### src/rtl/alu_arbiter_if.sv
// Request/response bundle between the two ALU requesters, the result
// consumer, and the alu_arbiter. Master is the requester/consumer side,
// slave is the arbiter.
interface alu_arbiter_if;
    // Requester 0 (execute stage)
    logic        req0_valid;
    logic        req0_ready;
    logic [31:0] req0_a;
    logic [31:0] req0_b;
    logic [3:0]  req0_sel;
    // Requester 1 (address/branch-target unit)
    logic        req1_valid;
    logic        req1_ready;
    logic [31:0] req1_a;
    logic [31:0] req1_b;
    logic [3:0]  req1_sel;
    // Result buffer
    logic        rsp_valid;
    logic        rsp_ready;
    logic        rsp_id;
    logic [31:0] rsp_data;
    logic        rsp_err;

    modport master (
        output req0_valid, req0_a, req0_b, req0_sel,
        input  req0_ready,
        output req1_valid, req1_a, req1_b, req1_sel,
        input  req1_ready,
        input  rsp_valid, rsp_id, rsp_data, rsp_err,
        output rsp_ready
    );

    modport slave (
        input  req0_valid, req0_a, req0_b, req0_sel,
        output req0_ready,
        input  req1_valid, req1_a, req1_b, req1_sel,
        output req1_ready,
        output rsp_valid, rsp_id, rsp_data, rsp_err,
        input  rsp_ready
    );
endinterface

### src/rtl/alu_arbiter.sv
// Shares one 32-bit integer ALU between two requesters with round-robin
// arbitration and a single-entry registered result buffer tagged with the
// issuing requester's ID.

// Purely combinational 32-bit integer ALU.
module alu_core (
    input  logic [3:0]  sel_i,
    input  logic [31:0] a_i,
    input  logic [31:0] b_i,
    output logic [31:0] result_o,
    output logic        bad_sel_o
);
    logic [4:0] shamt;

    assign shamt = b_i[4:0];

    // Operation decode; undefined selects produce zero and raise bad_sel_o.
    always_comb begin
        // NOTE: every output gets a default first so no path leaves it unassigned (no latch).
        result_o  = '0;
        bad_sel_o = 1'b0;
        case (sel_i)
            4'h1:    result_o = a_i + b_i;
            4'h2:    result_o = a_i - b_i;
            4'h3:    result_o = a_i ^ b_i;
            4'h4:    result_o = a_i | b_i;
            4'h5:    result_o = a_i & b_i;
            4'h6:    result_o = a_i << shamt;
            4'h7:    result_o = a_i >> shamt;
            4'h8:    result_o = $unsigned($signed(a_i) >>> shamt);
            4'h9:    result_o = {31'd0, $signed(a_i) < $signed(b_i)};
            4'hA:    result_o = {31'd0, a_i < b_i};
            default: bad_sel_o = 1'b1;
        endcase
    end
endmodule

module alu_arbiter #(
    parameter logic START_PRIO     = 1'b0,
    parameter bit   ERR_ON_BAD_SEL = 1'b1
) (
    input  logic         clk,
    input  logic         rst,
    alu_arbiter_if.slave bus
);
    // Result buffer occupancy; rsp_valid is exactly "state is FULL".
    typedef enum logic {
        EMPTY = 1'b0,
        FULL  = 1'b1
    } state_e;

    state_e      state_q;
    logic        last_grant_q;
    logic        rsp_id_q;
    logic        rsp_err_q;
    logic [31:0] rsp_data_q;

    logic        can_accept;
    logic        grant0;
    logic        grant1;
    logic        accept;
    logic [3:0]  op_sel;
    logic [31:0] op_a;
    logic [31:0] op_b;
    logic [31:0] alu_data_d;
    logic        alu_bad_sel;
    logic        alu_err_d;

    // Round-robin grant: a lone requester always wins; under contention
    // the requester that was not granted last wins.
    always_comb begin
        can_accept = (state_q == EMPTY) || bus.rsp_ready;
        if (bus.req0_valid && bus.req1_valid) begin
            grant0 = last_grant_q;
            grant1 = !last_grant_q;
        end else begin
            grant0 = bus.req0_valid;
            grant1 = bus.req1_valid;
        end
    end

    assign bus.req0_ready = can_accept & grant0;
    assign bus.req1_ready = can_accept & grant1;
    assign accept         = bus.req0_ready | bus.req1_ready;

    // The granted requester's operands drive the single shared ALU.
    assign op_sel = grant1 ? bus.req1_sel : bus.req0_sel;
    assign op_a   = grant1 ? bus.req1_a   : bus.req0_a;
    assign op_b   = grant1 ? bus.req1_b   : bus.req0_b;

    alu_core u_alu (
        .sel_i     (op_sel),
        .a_i       (op_a),
        .b_i       (op_b),
        .result_o  (alu_data_d),
        .bad_sel_o (alu_bad_sel)
    );

    assign alu_err_d = alu_bad_sel && ERR_ON_BAD_SEL;

    // Buffer FSM with registered response fields; an accept always
    // overwrites the buffer, which is legal because accept implies it is
    // empty or draining this cycle.
    always_ff @(posedge clk) begin
        // NOTE: sequential state uses non-blocking assignments so every register samples pre-edge values.
        if (rst) begin
            state_q      <= EMPTY;
            last_grant_q <= ~START_PRIO;
            rsp_id_q     <= 1'b0;
            rsp_err_q    <= 1'b0;
            rsp_data_q   <= '0;
        end else if (accept) begin
            state_q      <= FULL;
            last_grant_q <= grant1;
            rsp_id_q     <= grant1;
            rsp_err_q    <= alu_err_d;
            rsp_data_q   <= alu_data_d;
        end else if (state_q == FULL && bus.rsp_ready) begin
            state_q <= EMPTY;
        end
    end

    assign bus.rsp_valid = (state_q == FULL);
    assign bus.rsp_id    = rsp_id_q;
    assign bus.rsp_err   = rsp_err_q;
    assign bus.rsp_data  = rsp_data_q;
endmodule
### src/flat_wrapper.sv
// flat-port wrapper written by rule: the top's interface ports become plain ports
module alu_arbiter_flat 
#(
    parameter logic START_PRIO     = 1'b0,
    parameter bit   ERR_ON_BAD_SEL = 1'b1
)
  (clk, rst, bus_req0_valid, bus_req0_a, bus_req0_b, bus_req0_sel, bus_req0_ready, bus_req1_valid, bus_req1_a, bus_req1_b, bus_req1_sel, bus_req1_ready, bus_rsp_valid, bus_rsp_id, bus_rsp_data, bus_rsp_err, bus_rsp_ready);
  alu_arbiter_if bus_i ();
  input  logic clk;
  input  logic rst;
  input wire logic [$bits(bus_i.req0_valid)-1:0] bus_req0_valid;
  input wire logic [$bits(bus_i.req0_a)-1:0] bus_req0_a;
  input wire logic [$bits(bus_i.req0_b)-1:0] bus_req0_b;
  input wire logic [$bits(bus_i.req0_sel)-1:0] bus_req0_sel;
  output wire logic [$bits(bus_i.req0_ready)-1:0] bus_req0_ready;
  input wire logic [$bits(bus_i.req1_valid)-1:0] bus_req1_valid;
  input wire logic [$bits(bus_i.req1_a)-1:0] bus_req1_a;
  input wire logic [$bits(bus_i.req1_b)-1:0] bus_req1_b;
  input wire logic [$bits(bus_i.req1_sel)-1:0] bus_req1_sel;
  output wire logic [$bits(bus_i.req1_ready)-1:0] bus_req1_ready;
  output wire logic [$bits(bus_i.rsp_valid)-1:0] bus_rsp_valid;
  output wire logic [$bits(bus_i.rsp_id)-1:0] bus_rsp_id;
  output wire logic [$bits(bus_i.rsp_data)-1:0] bus_rsp_data;
  output wire logic [$bits(bus_i.rsp_err)-1:0] bus_rsp_err;
  input wire logic [$bits(bus_i.rsp_ready)-1:0] bus_rsp_ready;
  assign bus_i.req0_valid = bus_req0_valid;
  assign bus_i.req0_a = bus_req0_a;
  assign bus_i.req0_b = bus_req0_b;
  assign bus_i.req0_sel = bus_req0_sel;
  assign bus_req0_ready = bus_i.req0_ready;
  assign bus_i.req1_valid = bus_req1_valid;
  assign bus_i.req1_a = bus_req1_a;
  assign bus_i.req1_b = bus_req1_b;
  assign bus_i.req1_sel = bus_req1_sel;
  assign bus_req1_ready = bus_i.req1_ready;
  assign bus_rsp_valid = bus_i.rsp_valid;
  assign bus_rsp_id = bus_i.rsp_id;
  assign bus_rsp_data = bus_i.rsp_data;
  assign bus_rsp_err = bus_i.rsp_err;
  assign bus_i.rsp_ready = bus_rsp_ready;
  alu_arbiter #(.START_PRIO(START_PRIO), .ERR_ON_BAD_SEL(ERR_ON_BAD_SEL)) u_core (.clk(clk), .rst(rst), .bus(bus_i));
endmodule
### config.mk
export PLATFORM = sky130hd
export DESIGN_NAME = alu_arbiter_flat
export DESIGN_NICKNAME = d
export VERILOG_FILES = /design/src/rtl/alu_arbiter_if.sv /design/src/rtl/alu_arbiter.sv /design/src/flat_wrapper.sv
export SDC_FILE = /design/constraint.sdc
export NUM_CORES = 1
export LEC_CHECK = 0
export ABC_AREA = 1
export CORE_UTILIZATION = 35
export DETAILED_ROUTE_END_ITERATION = 8
export GPL_TIMING_DRIVEN = 0
export PLACE_DENSITY_LB_ADDON = 0.05
export RECOVER_POWER = 50
export SYNTH_ARGS = -nofsm -noshare
export SYNTH_HDL_FRONTEND = slang
export SYNTH_SLANG_ARGS = --single-unit
### constraint.sdc
create_clock -name clk -period 10.6 [get_ports clk]
set_clock_uncertainty 0.05 [all_clocks]
set_input_delay 2.12 -clock clk [delete_from_list [all_inputs] [get_ports clk]]
set_output_delay 2.12 -clock clk [all_outputs]
set_load 0.05 [all_outputs]
==> flow_metrics.tcl, run 1 <==
set metrics [dict create \
    worstPathRequired_ns 10.69 \
    route.detailed.vias_per_inst 5.79 \
    postCtsResizedCells 0 \
    path_delay_family "buffers and inverters" \
    timing_hold_violations_final 0 \
    critical_path_buf_inv_count 6 \
    grt_setup_unrepaired "no" \
    power.static_leakage_nw 7.50 \
    ios 178 \
    crit_fanout 10 \
    max_cap_viols 0 \
    yosys_register_bits 36 \
    final_net_count 2810 \
    drtAntennaViolNets 0 \
    setup-violations-final 0 \
    syn-instance-count 2387 \
    first_global_vias 16470 \
    worstReg2RegStart "u_core.last_grant_q" \
    yosysWarningCount 0 \
    avgSynthCellArea_um2 5.10 \
    numClockSinks 36 \
    drt_first_pass_iters 6 \
    path_cells "clkdlybuf4s50_1 > nand2_2 > nand2_2 > buf_6 > buf_4 > clkbuf_1 > clkbuf_1 > nand2_1 > o21ai_0 > ha_1 > clkbuf_1 > a21oi_1 > o21ai_0 > o21bai_1 > a21o_1 > nand3_1 > a21oi_1 > nor2_1 > nor2_1 > nand2_1 > nand2_1 > a21oi_1" \
    finalWeightedCongestion 1.09 \
    mappedNetlistArea_um2 12200 \
    whs_ns 0.410 \
    cts_tree "yes" \
    hold-path-cell-count 2 \
    start_kind "input pin" \
    port-buffer-count 175 \
    fin_crit_ns 7.87 \
    place.detailed.hpwl_mm 62.9 \
    root_buffer "sky130_fd_sc_hd__clkbuf_16" \
    max_freq_ghz 0.127 \
    synth.lib_cells_used.distinct 47 \
    ctsHtreeMaxLevel 2 \
    power_density_nw_per_um2 108 \
    regToRegEndpoint "u_core.bus.rsp_data[27]" \
    max_slew.worst_pin.slew_ns 1.15 \
    grt_max_degree 13 \
    clock_insertion_delay_worst_skew_ns 0.28 \
    finalSetupTns_ns 0 \
    timing.hold.worst.class "reg -> reg" \
    wire_per_inst_um 24.5 \
    fp.dieArea_um2 35500 \
    cts_made_buffers 5 \
    synth_flop_cell "sky130_fd_sc_hd__dfxtp_1" \
    antenna-diode-count 0 \
    gr-usage-all-layers_pct 40.8 \
    die_h_um 188 \
    synth-seq-area-share_pct 5.92 \
    aggregate_routed_wire_length_mm 74.0 \
    initial_core_utilization_pct 35.9 \
    max_stage_delay_ns 0.77 \
    first_iter_violations 2000 \
    synth_nets 2628 \
    via_count 17467 \
    die_x_um 188 \
    slowest_stage_cell_on_the_critical_path "sky130_fd_sc_hd__clkbuf_1" \
    edff_count_synth 0 \
    post-cts-setup-buffers 0 \
    reg2reg_depth 21 \
    rows 67 \
    largest_buffer_count_on_any_clock_path 2 \
    placeable_area_um2 33900 \
    synthToLayoutAreaGrowth_pct 20.2 \
    globalRouteOverflowTotal 0 \
    worst_ep_arrival_time_ns 7.96 \
    period_share_pct 74.3 \
    result_of_the_run "complete, no violations" \
    async_flop_share_pct 0 \
    antenna_found_initial 0 \
    final_max_slew_viol_count 0 \
    postCtsHoldBufs 0 \
    first_pass_grt_wire_length_mm 107 \
    crit_path_category "in -> reg" \
    hold_path_end "u_core.bus.rsp_data[19]" \
    timing.max_slew.rel_slack_pct 22.5 \
    timing.hold.worst.start "u_core.bus.rsp_data[19]" \
    worst_setup_path_end_kind "flop" \
    detail_route.drc_violations 0 \
    ff2ff_setup_slack_ns 4.75 \
    post_route_cells_drive_above_1_share_pct 5.18 \
    clk_pin_slew_ns 0.06 \
    vdd_ir_drop_max_mv 0.0844 \
]
tightest hold or removal path, delay by kind of cell (launching register included):
kind	cells	cell delay, ns
AO/OA/AOI/OAI	1	0.05
flip-flops	1	0.30
AND/OR/NAND/NOR	1	0.06
area by class of cell:
class,count,area [um^2]
buffer,120,642
timing repair buffer,175,1750
multi-input combinational,1909,9590
fill,3871,19200
clock inverter,3,18.8
inverter,322,1210
sequential,36,721
tap,448,561
clock buffer,5,125
report_power, final:
part | leakage (nW) | internal (mW) | switching [mW]
Sequential | 0.294 | 0.151 | 0.00779
Combinational | 7.13 | 0.352 | 0.919
Clock | 0.0736 | 0.0865 | 0.0560
cell families after synthesis:
logic type / count (synthesis) / share of synthesized area [%]
xor gates and xnor gates: 3 / 0.216
adders and majority gates: 100 / 10.4
and+or+nand+nor: 1426 / 50.8
AOI/OAI and AO/OA: 380 / 17.5
DFF: 36 / 5.92
buffers and inverters: 442 / 15.2
worst max-delay path by stage:
stage	from	to	slack [ns]	cells past startpoint
finish	bus_req0_valid	u_core.bus.rsp_data[27]	2.73	22
global route	bus_req0_valid	u_core.bus.rsp_data[0]	2.53	21
global placement	bus_req0_valid	u_core.bus.rsp_data[28]	3.05	23
floorplan	bus_req1_valid	bus_req1_ready	5.00	6
detailed placement	bus_req0_valid	u_core.bus.rsp_data[27]	2.98	22
CTS	bus_req0_valid	u_core.bus.rsp_data[27]	3.26	22
layout by cell type, fill, tap and decap left out, types with 36 or more instances in the layout:
cell type,instances
sky130_fd_sc_hd__nand2_1,726
sky130_fd_sc_hd__clkdlybuf4s50_1,140
sky130_fd_sc_hd__clkbuf_1,45
sky130_fd_sc_hd__buf_2,51
sky130_fd_sc_hd__dfxtp_1,36
sky130_fd_sc_hd__inv_1,308
sky130_fd_sc_hd__ha_1,98
sky130_fd_sc_hd__o21ai_0,118
sky130_fd_sc_hd__nand3_1,406
sky130_fd_sc_hd__a21oi_1,155
sky130_fd_sc_hd__nor2_1,194
cells in the mapped netlist (all sizes together), types with 2 or more instances:
cell    instances  area (um^2)
o211a           2         20.0
o22ai          17          106
clkbuf         44          165
nand3b         26          195
xor2            3         26.3
fa              2         40.0
nor3           19          106
nor2          204          816
o211ai         12         90.1
nor4            2         12.5
a21oi         155          776
buf            76          478
nand2         745         2860
nand3         407         2040
a21boi          4         30.0
o21ai         142          733
o21a            5         37.5
inv           322         1210
and3            5         31.3
o221ai          4         35.0
a31oi           7         43.8
ha             98         1230
a211oi          6         45.0
dfxtp          36          721
o21bai         12         90.1
nand4          16          100
a221oi          5         43.8
or2             2         12.5
a21o            6         45.0
state kept, by name, indices dropped and copies added, names as in the netlist:
name and cells:
u_core.bus.rsp_data 32, u_core.bus.rsp_err 1, u_core.bus.rsp_id 1, u_core.bus.rsp_valid 1
u_core.last_grant_q 1
per-layer routing:
metal  global-route usage, %  up-vias  share of wire (%)
li1                        -     8132                  -
met1                    49.7     8048                 39
met2                    66.4     1048                 44
met3                    6.72      239                9.1
met4                    26.4        0                8.0
met5                       0        -                  0
per-stage QoR:
step	worst slack (ns)	cell area (um^2)	power (mW)	utilization, %	std cells
2_1_floorplan	5.00	12200	0.918	-	2387
3_3_place_gp	3.05	14500	1.38	42.7	3010
3_5_place_dp	2.98	14500	1.39	42.7	3010
4_1_cts	3.26	14600	1.53	43.2	3018
5_1_grt	2.53	14600	1.66	43.2	3018
6_report	2.73	14600	1.57	43.2	3018
(Power assumes the default switching activity.)
==> run 2, diff against run 1 <==
Clock period 10.6 ns to 6.66 ns, I/O delays scaled along.
==> flow_metrics.tcl, run 2 (synthesized netlist as in run 1, its figures left out) <==
set metrics [dict create \
    result_of_the_run "complete, no violations" \
    finalWeightedCongestion 1.09 \
    rows 67 \
    post_route_cells_drive_above_1_share_pct 5.29 \
    route.detailed.vias_per_inst 5.81 \
    max_freq_ghz 0.156 \
    first_global_vias 16470 \
    regArea_um2 721 \
    numClockSinks 36 \
    path_cells "clkdlybuf4s50_1 > nand2_2 > nand2_2 > buf_6 > buf_4 > buf_2 > clkbuf_2 > o21ai_0 > ha_1 > clkbuf_1 > a21oi_1 > o21ai_0 > o21bai_1 > a21o_1 > nand3_1 > a21oi_1 > nor2_1 > nor2_1 > nand2_1 > nand2_1 > a21oi_1" \
    timing.hold.worst.start "u_core.bus.rsp_data[19]" \
    final_net_count 2810 \
    clk_pin_slew_ns 0.06 \
    start_kind "input pin" \
    layout.cells.most_common "sky130_fd_sc_hd__nand2_1" \
    setup-violations-final 0 \
    timing_hold_violations_final 0 \
    postCtsHoldBufs 0 \
    grt_setup_unrepaired "no" \
    cp-startpoint "bus_req0_valid" \
    place.detailed.hpwl_mm 62.9 \
    crit_fanout 10 \
    slowest_stage_cell_on_the_critical_path "sky130_fd_sc_hd__clkdlybuf4s50_1" \
    max_cap_viols 0 \
    ctsHtreeMaxLevel 2 \
    timing.critical_path.mode_cell "sky130_fd_sc_hd__a21oi_1" \
    layout_filler_cell_count 3870 \
    cts_tree "yes" \
    die_h_um 188 \
    worst_ep_arrival_time_ns 6.50 \
    aggregate_routed_wire_length_mm 74.1 \
    via_count 17535 \
    hold-path-cell-count 2 \
    largest_register_ff_count 32 \
    reg2reg_depth 20 \
    gr-usage-all-layers_pct 40.8 \
    initial_core_utilization_pct 35.9 \
    power.static_leakage_nw 7.51 \
    pre_cts_ws_ns -0.170 \
    wire_per_inst_um 24.5 \
    vdd_ir_drop_max_mv 0.135 \
    worstReg2RegStart "u_core.last_grant_q" \
    whs_ns 0.411 \
    max_stage_delay_ns 0.50 \
    first_iter_violations 1881 \
    most-common-layout-cells "726 x sky130_fd_sc_hd__nand2_1, 406 x sky130_fd_sc_hd__nand3_1, 308 x sky130_fd_sc_hd__inv_1" \
    drt_first_pass_iters 6 \
    timing.max_slew.rel_slack_pct 21.5 \
    drtAntennaViolNets 0 \
    largest_buffer_count_on_any_clock_path 2 \
    cts_made_buffers 5 \
    post-cts-setup-buffers 0 \
    grt_max_degree 13 \
    timing.hold.worst.class "reg -> reg" \
    first_pass_grt_wire_length_mm 107 \
    port-buffer-count 175 \
    fp.dieArea_um2 35500 \
    final_max_slew_viol_count 0 \
    die_x_um 188 \
    postCtsResizedCells 0 \
    power_density_nw_per_um2 171 \
    placeable_area_um2 33900 \
    worst_setup_path_end_kind "flop" \
    max_slew.worst_pin.slew_ns 1.16 \
    globalRouteOverflowTotal 0 \
    synthToLayoutAreaGrowth_pct 20.2 \
    postLayoutSetupSlackWorst_ns 0.246 \
    ios 178 \
    multiInputGateArea_um2 9590 \
    clock_insertion_delay_worst_skew_ns 0.28 \
    crit_path_category "in -> reg" \
    worstPathRequired_ns 6.75 \
    antenna-diode-count 0 \
    final_core_occ_pct 43.2 \
    detail_route.drc_violations 0 \
    antenna_found_initial 0 \
    fin_crit_ns 6.41 \
    period_share_pct 96.3 \
    root_buffer "sky130_fd_sc_hd__clkbuf_16" \
]
## run 2: cell types whose count changed in the layout (fill, tap and decap cells not counted), sizes merged
cell,previous run,this run
buf,75,76
clkbuf,50,49
## run 2: critical path: cells and delay by family
kind,cells,cell delay (ns)
AOI/OAI and AO/OA,7,1.62
adders and majority gates,1,0.37
and+or+nand+nor,7,1.12
buffers and inverters,6,2.01
## run 2: routing by layer
metal,track usage (%),vias up,part of all wire [%]
met2,66.4,977,44
met3,6.72,226,8.4
met1,49.7,8204,40
li1,-,8128,-
met5,0,-,0
met4,26.4,0,7.9
## run 2: per-stage QoR
stage          cell area [um^2]  std cells  TNS (ns)  power [mW]
6_report                  14600       3018         0        2.51
5_1_grt                   14600       3018         0        2.65
4_1_cts                   14600       3018         0        2.44
3_5_place_dp              14500       3010    -0.631        2.21
3_3_place_gp              14500       3010    -0.310        2.20
2_1_floorplan             12200       2387         0        1.46
## run 2: path summary, 6_finish.rpt
kind,end,slack [ns]
hold reg to reg,u_core.bus.rsp_data[19],0.41
hold / removal,u_core.bus.rsp_data[19],0.41
setup / recovery,u_core.bus.rsp_data[27],0.25
setup reg to reg,u_core.bus.rsp_data[27],1.47
## run 2: cell type report
class                      count  area share, %
buffer                       120           4.41
tap                          448           3.83
inverter                     322           8.28
multi-input combinational   1909           65.6
clock inverter                 3          0.128
sequential                    36           4.93
timing repair buffer         175           12.0
clock buffer                   5          0.856
## run 2: where the power goes
part           total [mW]  internal [mW]  switching [mW]  leakage [nW]
Clock               0.227          0.138          0.0893        0.0736
Combinational        2.03          0.560            1.47          7.14
Sequential          0.253          0.241          0.0124         0.294
==> run 3, diff against run 2 <==
Settings changed: SKIP_LAST_GASP from default to 1, SLEW_MARGIN from default to 20.
==> results of run 3 <==
The final DEF is identical to that of run 2; final timing and power are the same.
